File: config.mk
export PLATFORM = sky130hd
export DESIGN_NAME = keypad_scanner
export DESIGN_NICKNAME = d
export VERILOG_FILES = /design/src/rtl/keypad_scanner.sv
export SDC_FILE = /design/constraint.sdc
export NUM_CORES = 1
export LEC_CHECK = 0
export ABC_AREA = 1
export CAP_MARGIN = 20
export CORE_MARGIN = 3
export CORE_UTILIZATION = 40
export DETAILED_ROUTE_END_ITERATION = 10
export DONT_BUFFER_PORTS = 1
export PLACE_DENSITY_LB_ADDON = 0.15
export SETUP_SLACK_MARGIN = 0.2
export SYNTH_ARGS = -nofsm -noshare
export SYNTH_HDL_FRONTEND = slang
export SYNTH_SLANG_ARGS = --single-unit
File: constraint.sdc
create_clock -name gclk -period 4.3 [get_ports gclk]
set_clock_uncertainty 0.2 [all_clocks]
set_input_delay 0.86 -clock gclk [delete_from_list [all_inputs] [get_ports gclk]]
set_output_delay 0.86 -clock gclk [all_outputs]
set_load 0.1 [all_outputs]
File: src/rtl/keypad_scanner.sv
// keypad_scanner: scans a 4x3 matrix keypad, debounces per frame and shifts accepted keys into a 4-digit hex buffer.
module keypad_scanner #(
    parameter int SCAN_DIV = 8,
    parameter int DEBOUNCE = 3
) (
    input  logic        gclk,
    input  logic        rst,
    input  logic [2:0]  keypadc,
    output logic [3:0]  keypadr,
    output logic [3:0]  key_code,
    output logic        key_valid,
    output logic        key_held,
    output logic [15:0] hexx
);
    logic [2:0]  c_s1, c_s2, closed;
    logic [7:0]  cnt;
    logic [1:0]  row, hits, row_n, hits_nx, col;
    logic [2:0]  sum;
    logic [3:0]  acc_code, acc_nx, row_code, f_code, st_code, dcnt, inc;
    logic [5:0]  res, prev;
    logic        sample, frame_end, f_multi, f_key, st_key, same_st, accept;
    logic [15:0] hex_nx;
    always_comb begin
        closed    = ~c_s2;
        sample    = cnt == 8'(SCAN_DIV - 1);
        frame_end = sample && row == 2'd3;
        row_n     = 2'(closed[0]) + 2'(closed[1]) + 2'(closed[2]);
        sum       = 3'(hits) + 3'(row_n);
        hits_nx   = sum >= 3'd2 ? 2'd2 : sum[1:0];
        col       = closed[0] ? 2'd0 : closed[1] ? 2'd1 : 2'd2;
        // bottom row carries the non-numeric keys: * = E, 0, # = F
        row_code  = row == 2'd3 ? (col == 2'd0 ? 4'hE : col == 2'd1 ? 4'h0 : 4'hF)
                                : 4'(row) * 4'd3 + 4'(col) + 4'd1;
        acc_nx    = (hits == 2'd0 && row_n == 2'd1) ? row_code : acc_code;
        f_multi   = hits_nx == 2'd2;
        f_key     = hits_nx == 2'd1;
        f_code    = f_key ? acc_nx : 4'h0;
        res       = {f_multi, f_key, f_code};
        same_st   = {f_key, f_code} == {st_key, st_code};
        inc       = res == prev ? dcnt + 4'd1 : 4'd1;
        accept    = !f_multi && !same_st && inc == 4'(DEBOUNCE);
        hex_nx    = f_code == 4'hE ? 16'h0000 :
                    f_code == 4'hF ? {4'h0, hexx[15:4]} : {hexx[11:0], f_code};
    end
    always_ff @(posedge gclk or posedge rst) begin
        if (rst) begin
            c_s1      <= 3'b111;
            c_s2      <= 3'b111;
            cnt       <= '0;
            row       <= '0;
            keypadr   <= 4'b1110;
            hits      <= '0;
            acc_code  <= '0;
            dcnt      <= '0;
            prev      <= '0;
            st_key    <= 1'b0;
            st_code   <= '0;
            key_code  <= '0;
            key_valid <= 1'b0;
            key_held  <= 1'b0;
            hexx      <= '0;
        end else begin
            c_s1      <= keypadc;
            c_s2      <= c_s1;
            key_valid <= 1'b0;
            cnt       <= sample ? 8'd0 : cnt + 8'd1;
            if (sample) begin
                row      <= row + 2'd1;
                keypadr  <= {keypadr[2:0], keypadr[3]};
                hits     <= frame_end ? 2'd0 : hits_nx;
                acc_code <= frame_end ? 4'h0 : acc_nx;
            end
            if (frame_end) begin
                prev <= res;
                dcnt <= (f_multi || same_st || accept) ? 4'd0 : inc;
                if (accept) begin
                    st_key   <= f_key;
                    st_code  <= f_code;
                    key_held <= f_key;
                    if (f_key) begin
                        key_code  <= f_code;
                        key_valid <= 1'b1;
                        hexx      <= hex_nx;
                    end
                end
            end
        end
    end
endmodule

==> out/results.txt, run 1 <==
final wirelength = 7870 um
final net count = 457
Routed WL per cell = 14.3 um
Final ANT Viol Nets = 0
top cells by area, synth = dfrtp_1 (37%), nand2_1 (13%), inv_1 (8.0%)
fin crit period = 3940 ps
critical path peak fanout = 10
Final HPWL DP = 5170 um
WP data required = 4350 ps
Unique masters post-synth = 33
register area share after synthesis = 44.0%
initial core utilization = 42.1%
leakage = 2.07 nW
relative slew slack = 34.4%
initial antenna violation count = 0
vias in the first global route = 2586
Worst-path clk slew = 70 ps
Setup WS post-layout = 356 ps
CTS tree = yes
Die Area = 10000 um2
Yosys top cell area share = 37.4%
Port-buffer cells = 0
vias per cell = 4.78
final instance area = 4090 um2
WS Path Type = reg -> reg
first-pass detailed-route iteration total = 4
grt ovf = 0
final worst path period share = 91.7%
Max Cap Viol = 0
Layout fillers = 839
pin count of the biggest net entering global routing = 47
RSZ-0062 raised after global routing = false
Die H = 100 um
Post-Place Setup Slack = 330 ps
Net Count, Synth = 435
pwr dens = 404 nW/um2
met3 Use GR = 3.54%
Diodes inserted = 0
Yosys Warn Count = 0
area delta synth->final = 15.1%
Most Crowded Layer GR = met2
CP startpoint kind = flip-flop
Post-route DRC = 0
clk root buf = clkbuf_8
grt met1 use = 21.6%
Total Routing Usage GR = 15.8%
CTS Sinks = 62
CP arrival = 3990 ps
Core ar. = 8420 um2
Cell Area, Synth = 3550 um2
Final Setup Violations = 0
Fmax = 254 MHz
Cell Rows = 33
met2 Use GR = 24.3%
H-tree Lvls = 3
number of synthesized register bits = 62
placed cell area = 3650 um2
GP Congestion = 0.796
Longest Clk Path Bufs = 2
clock buffer count from CTS = 9
first-pass GRT wire length = 12500 um
vias after detailed routing = 2632
Final Hold Fails = 0
layout cells sized above 1 = 22.6%
Detailed Route Iter0 Violations = 86
I/O Pins = 31
cell taking the most area after synthesis = dfrtp_1
Slew @ Worst Pin = 983 ps
Non-Filler Instances = 551
Clk Latency, worst-skew pair = 340 ps
r2r setup slk = 360 ps
max-slew violations = 0
Setup TNS = 0 ps
Critical Path End Type = flip-flop
Syn Area/Cell = 8.47 um2
post-synthesis instance total = 419
chip width = 100 um
VDD IR-drop max = 195 uV
HP Class = reg -> reg
status = completed
number of instances in the placed design = 521
report_power, final:
group          internal [mW]  switching (mW)  leakage, nW
Sequential             0.612          0.0188        0.815
Clock                  0.343           0.236        0.113
Combinational          0.171           0.270         1.14
critical path: stages, from the launching register on:
cell        delay [ps]
dfstp_2            530
inv_1               90
fa_2               570
ha_1               150
inv_1               50
fa_1               490
nand2_2            100
nor2_4             270
buf_8              190
buf_6              180
nand3_1             90
nand2_1             60
nand3_1             80
nand2_2            140
clkinvlp_4         260
nand3_4            220
nand2_1             70
nand2_1             60
inv_1               30
registers in the layout, summed over array words and instances, names as in the netlist, 3 cells and up:
name and flops:
prev 6, st_code 4, key_code 4, keypadr 4, acc_code 4, cnt 8
hexx 16, c_s2 3, c_s1 3, dcnt 4
logic make-up after synthesis:
kind of cell,Yosys count,share of synthesized area [%]
XOR/XNOR,8,1.97
buffers and inverters,90,10.9
AO/OA/AOI/OAI,39,6.06
adder cells (fa/ha/maj),11,4.72
AND/OR/NAND/NOR,209,32.3
flip-flops,62,44.0
through the flow:
step,power [mW],util (%),hold WS (ps)
floorplan,0.939,-,145
global placement,0.994,43.3,146
detailed placement,0.997,43.3,148
CTS,1.58,46.0,160
global route,1.73,48.5,161
finish,1.65,48.5,158
path summary, 6_finish.rpt:
path | start | to | cells past startpoint
setup / recovery | c_s2[1] | hexx[9] | 18
hold / removal | c_s1[2] | c_s2[2] | 0
setup reg to reg | c_s2[1] | hexx[9] | 18
hold reg to reg | c_s1[2] | c_s2[2] | 0
max in group asynchronous | rst | st_code[1] | 2
min in group asynchronous | rst | hexx[12] | 1
Yosys cell counts (all sizes together):
cell,n
buf,8
clkbuf,2
nor2,21
ha,7
nand3b,2
o31ai,1
o21ai,31
or2,1
nand2,139
dfrtp,53
inv,80
o22ai,2
dfstp,9
a21oi,5
nand4,6
xor2,8
nor4,1
nor3,3
nand3,36
fa,4
what timing repair did:
action                     4_1_cts  5_1_grt
setup endpoints to repair        0       26
setup buffers                    0       10
resized for setup                0       14
hold buffers                     0        0
cell usage in the layout (no fill, tap or decap), types with 3 or more instances in the layout:
cell,n
ha_1,7
nand3_4,9
nand3_2,7
nor3_1,3
o21ai_2,4
nand2_1,119
nand4_1,5
nand3_1,23
xor2_1,8
o21ai_0,23
clkbuf_8,10
dfstp_2,9
inv_1,74
a21oi_1,5
fa_1,3
dfrtp_1,53
nor2_4,4
nor2_1,12
nor2_8,3
buf_4,12
o21ai_1,4
inv_2,4
nand2_2,15
nand2_4,5
area by class of cell:
class                      instances  area (um2)  share of cell area (%)
clock buffer                      11         141                    3.46
tap                              105         131                    3.22
sequential                        62        1560                    38.3
multi-input combinational        270        1670                    40.8
clock inverter                     5        82.6                    2.02
inverter                          80         307                    7.50
timing repair buffer              18         193                    4.72
metal layers:
layer,wire length (um),part of all wire [%]
met1,3750,48
met2,3690,47
met3,324,4.1
met4,108,1.4
met5,0,0
No activity file was read; power rests on OpenSTA's default activity.
==> run 2: changes to the inputs <==
Settings changed: CORE_MARGIN 3 to 4, HOLD_SLACK_MARGIN set to 0.06.
==> out/results.txt, run 2 (synthesis gave the netlist of run 1 again) <==
clk root buf = clkbuf_8
final net count = 459 (+0.44%)
Core ar. = 8680 um2 (+3.0%)
vias in the first global route = 2517 (-2.7%)
max reg flops = 16 (unchanged)
Slew @ Worst Pin = 967 ps (-15.3 ps)
CTS Hold Bufs = 0 (unchanged)
biggest regs = hexx (16), cnt (8), prev (6)
slowest stage cell, crit path = fa_2
first-pass detailed-route iteration total = 7 (+3)
WL met3 = 340 um (+4.9%)
met2 wire len = 3500 um (-5.1%)
initial antenna violation count = 0 (unchanged)
WP data required = 4340 ps (about the same)
r2r startpoint = c_s2[2]
HP Class = reg -> reg
H-tree Lvls = 3 (unchanged)
chip width = 102 um (+2.0%)
CP startpoint kind = flip-flop
layout cells sized above 1 = 23.4% (+0.79 points)
Routed WL per cell = 13.9 um (-2.4%)
area delta synth->final = 14.3%
Die Area = 10400 um2 (+4.0%)
CTS Sinks = 62 (unchanged)
crit-path cells = inv_1 -> fa_2 -> ha_1 -> inv_1 -> fa_1 -> nand2_2 -> nor2_4 -> buf_12 -> nand2_2 -> nand2_1 -> nand2_1 -> nor2_1 -> nand3_1 -> nand2_2 -> clkinvlp_4 -> nand3_4 -> nand2_1 -> nand2_1 -> inv_1
first-pass GRT wire length = 12300 um (-1.6%)
P_int = 998 uW (-11%)
leakage = 2.05 nW (-1.0%)
final wirelength = 7760 um (-1.5%)
Max Cap Viol = 0 (unchanged)
Diodes inserted = 0 (unchanged)
Setup crit start = c_s2[2]
critical path peak fanout = 7 (-3)
Port-buffer cells = 0 (unchanged)
Cell Rows = 34 (+3.0%)
vias per cell = 4.82 (+0.91%)
fin crit period = 3890 ps (-58.5 ps)
Worst Hold Launch = c_s1[1]
CP arrival = 3920 ps (-70 ps)
pin count of the biggest net entering global routing = 50 (+6.4%)
Detailed Route Iter0 Violations = 132 (+53%)
final worst path period share = 90.4% (-1.4 points)
Die H = 102 um (+2.0%)
clock buffer count from CTS = 9 (unchanged)
Final Setup Violations = 0 (unchanged)
vias after detailed routing = 2680 (+1.8%)
max-slew violations = 0 (unchanged)
Post-route DRC = 0 (unchanged)
Final Hold Fails = 0 (unchanged)
Total Routing Usage GR = 15.2% (-0.63 points)
crit-path max cell delay = 600 ps (+30 ps)
Setup TNS = 0 ps (unchanged)
RSZ-0062 raised after global routing = false
Pwr Total = 1.51 mW (-8.5%)
most frequent cells in the layout = nand2_1 (118), inv_1 (73), dfrtp_1 (53), nand3_1 (23), o21ai_0 (23)
Worst-path clk slew = 70 ps (about the same)
Final HPWL DP = 5100 um (-1.5%)
Clk Latency, worst-skew pair = 340 ps (about the same)
VDD IR-drop max = 160 uV (-18%)
most common cell after layout, fill and taps aside = nand2_1
Longest Clk Path Bufs = 2 (unchanged)
WS Path Type = reg -> reg
Fmax = 257 MHz (+1.5%)
Final ANT Viol Nets = 0 (unchanged)
Switching Share = 33.9% (+2.1 points)
clock share of power = 30.7% (-4.4 points)
sequential group share of total power = 41.8% (+3.6 points)
pwr dens = 372 nW/um2 (-7.9%)
Critical Path End Type = flip-flop
I/O Pins = 31 (unchanged)
Top reg by flops = hexx
met1 WL = 3790 um (+1.1%)
combinational fraction of design power = 27.5% (+0.8 points)
CTS tree = yes
grt ovf = 0 (unchanged)
status = completed
CP dominant cell by count = nand2_1
Psw = 511 uW (-2.6%)
top sig layer = met4
initial core utilization = 40.9% (-1.2 points)
GP Congestion = 0.771 (-3.1%)
relative slew slack = 35.5% (+1.1 points)
-- run 2: cell types whose count changed in the layout (fill, tap and decap cells not counted), sizes merged --
cell	before	now
clkinv	3	4
buf	17	18
nor2	21	22
bufinv	2	0
clkinvlp	1	2
-- run 2: what timing repair did --
item,in CTS,in global routing
gates resized for setup,0,14
hold endpoints to repair,0,0
setup buffers,0,11
endpoints found under the setup margin,0,25
-- run 2: cell type report --
cell class              count  area, um2
well taps                 108        135
inverters                  80        307
fillers                   872       4620
multi-input cells         271       1670
clock buffers              11        141
flip-flops and latches     62       1560
clock inverters             5       35.0
repair buffers             19        209
-- run 2: worst paths after layout --
| path | to | slack (ps) | cells after the start |
|---|---|---|---|
| setup reg to reg | hexx[8] | 410 | 19 |
| max in group asynchronous | hexx[1] | 2860 | 3 |
| min in group asynchronous | key_code[0] | 250 | 1 |
| setup / recovery | hexx[8] | 410 | 19 |
| hold / removal | c_s2[1] | 160 | 0 |
| hold reg to reg | c_s2[1] | 160 | 0 |
-- run 2: critical path: cells and delay by family (launching register included) --
kind                       cells  cell delay, ps
buffers and inverters          5             540
and+or+nand+nor               11            1290
DFF                            1             520
adders and majority gates      3            1240
-- run 2: layer usage --
metal | vias to the layer above | track usage (%)
li1 | 1358 | -
met1 | 1269 | 21.2
met2 | 45 | 22.9
met3 | 8 | 3.69
met4 | 0 | 5.45
met5 | - | 0
-- run 2: per-stage QoR --
step | utilization, % | hold slack (ps) | std cells | setup WS, ps | instance area [um2]
6_report | 46.8 | 156 | 556 | 415 | 4060
5_1_grt | 46.8 | 165 | 556 | 169 | 4060
4_1_cts | 44.0 | 157 | 539 | 295 | 3820
3_5_place_dp | 42.0 | 147 | 523 | 320 | 3640
3_3_place_gp | 42.0 | 148 | 523 | 381 | 3640
2_1_floorplan | - | 145 | 419 | 768 | 3550
-- run 2: power groups by stage --
stage	registers [mW]	clock network (mW)	logic, mW
3_3_place_gp	0.640	0	0.350
5_1_grt	0.634	0.506	0.459
3_5_place_dp	0.640	0	0.353
2_1_floorplan	0.637	0	0.303
6_report	0.631	0.463	0.416
4_1_cts	0.631	0.476	0.353
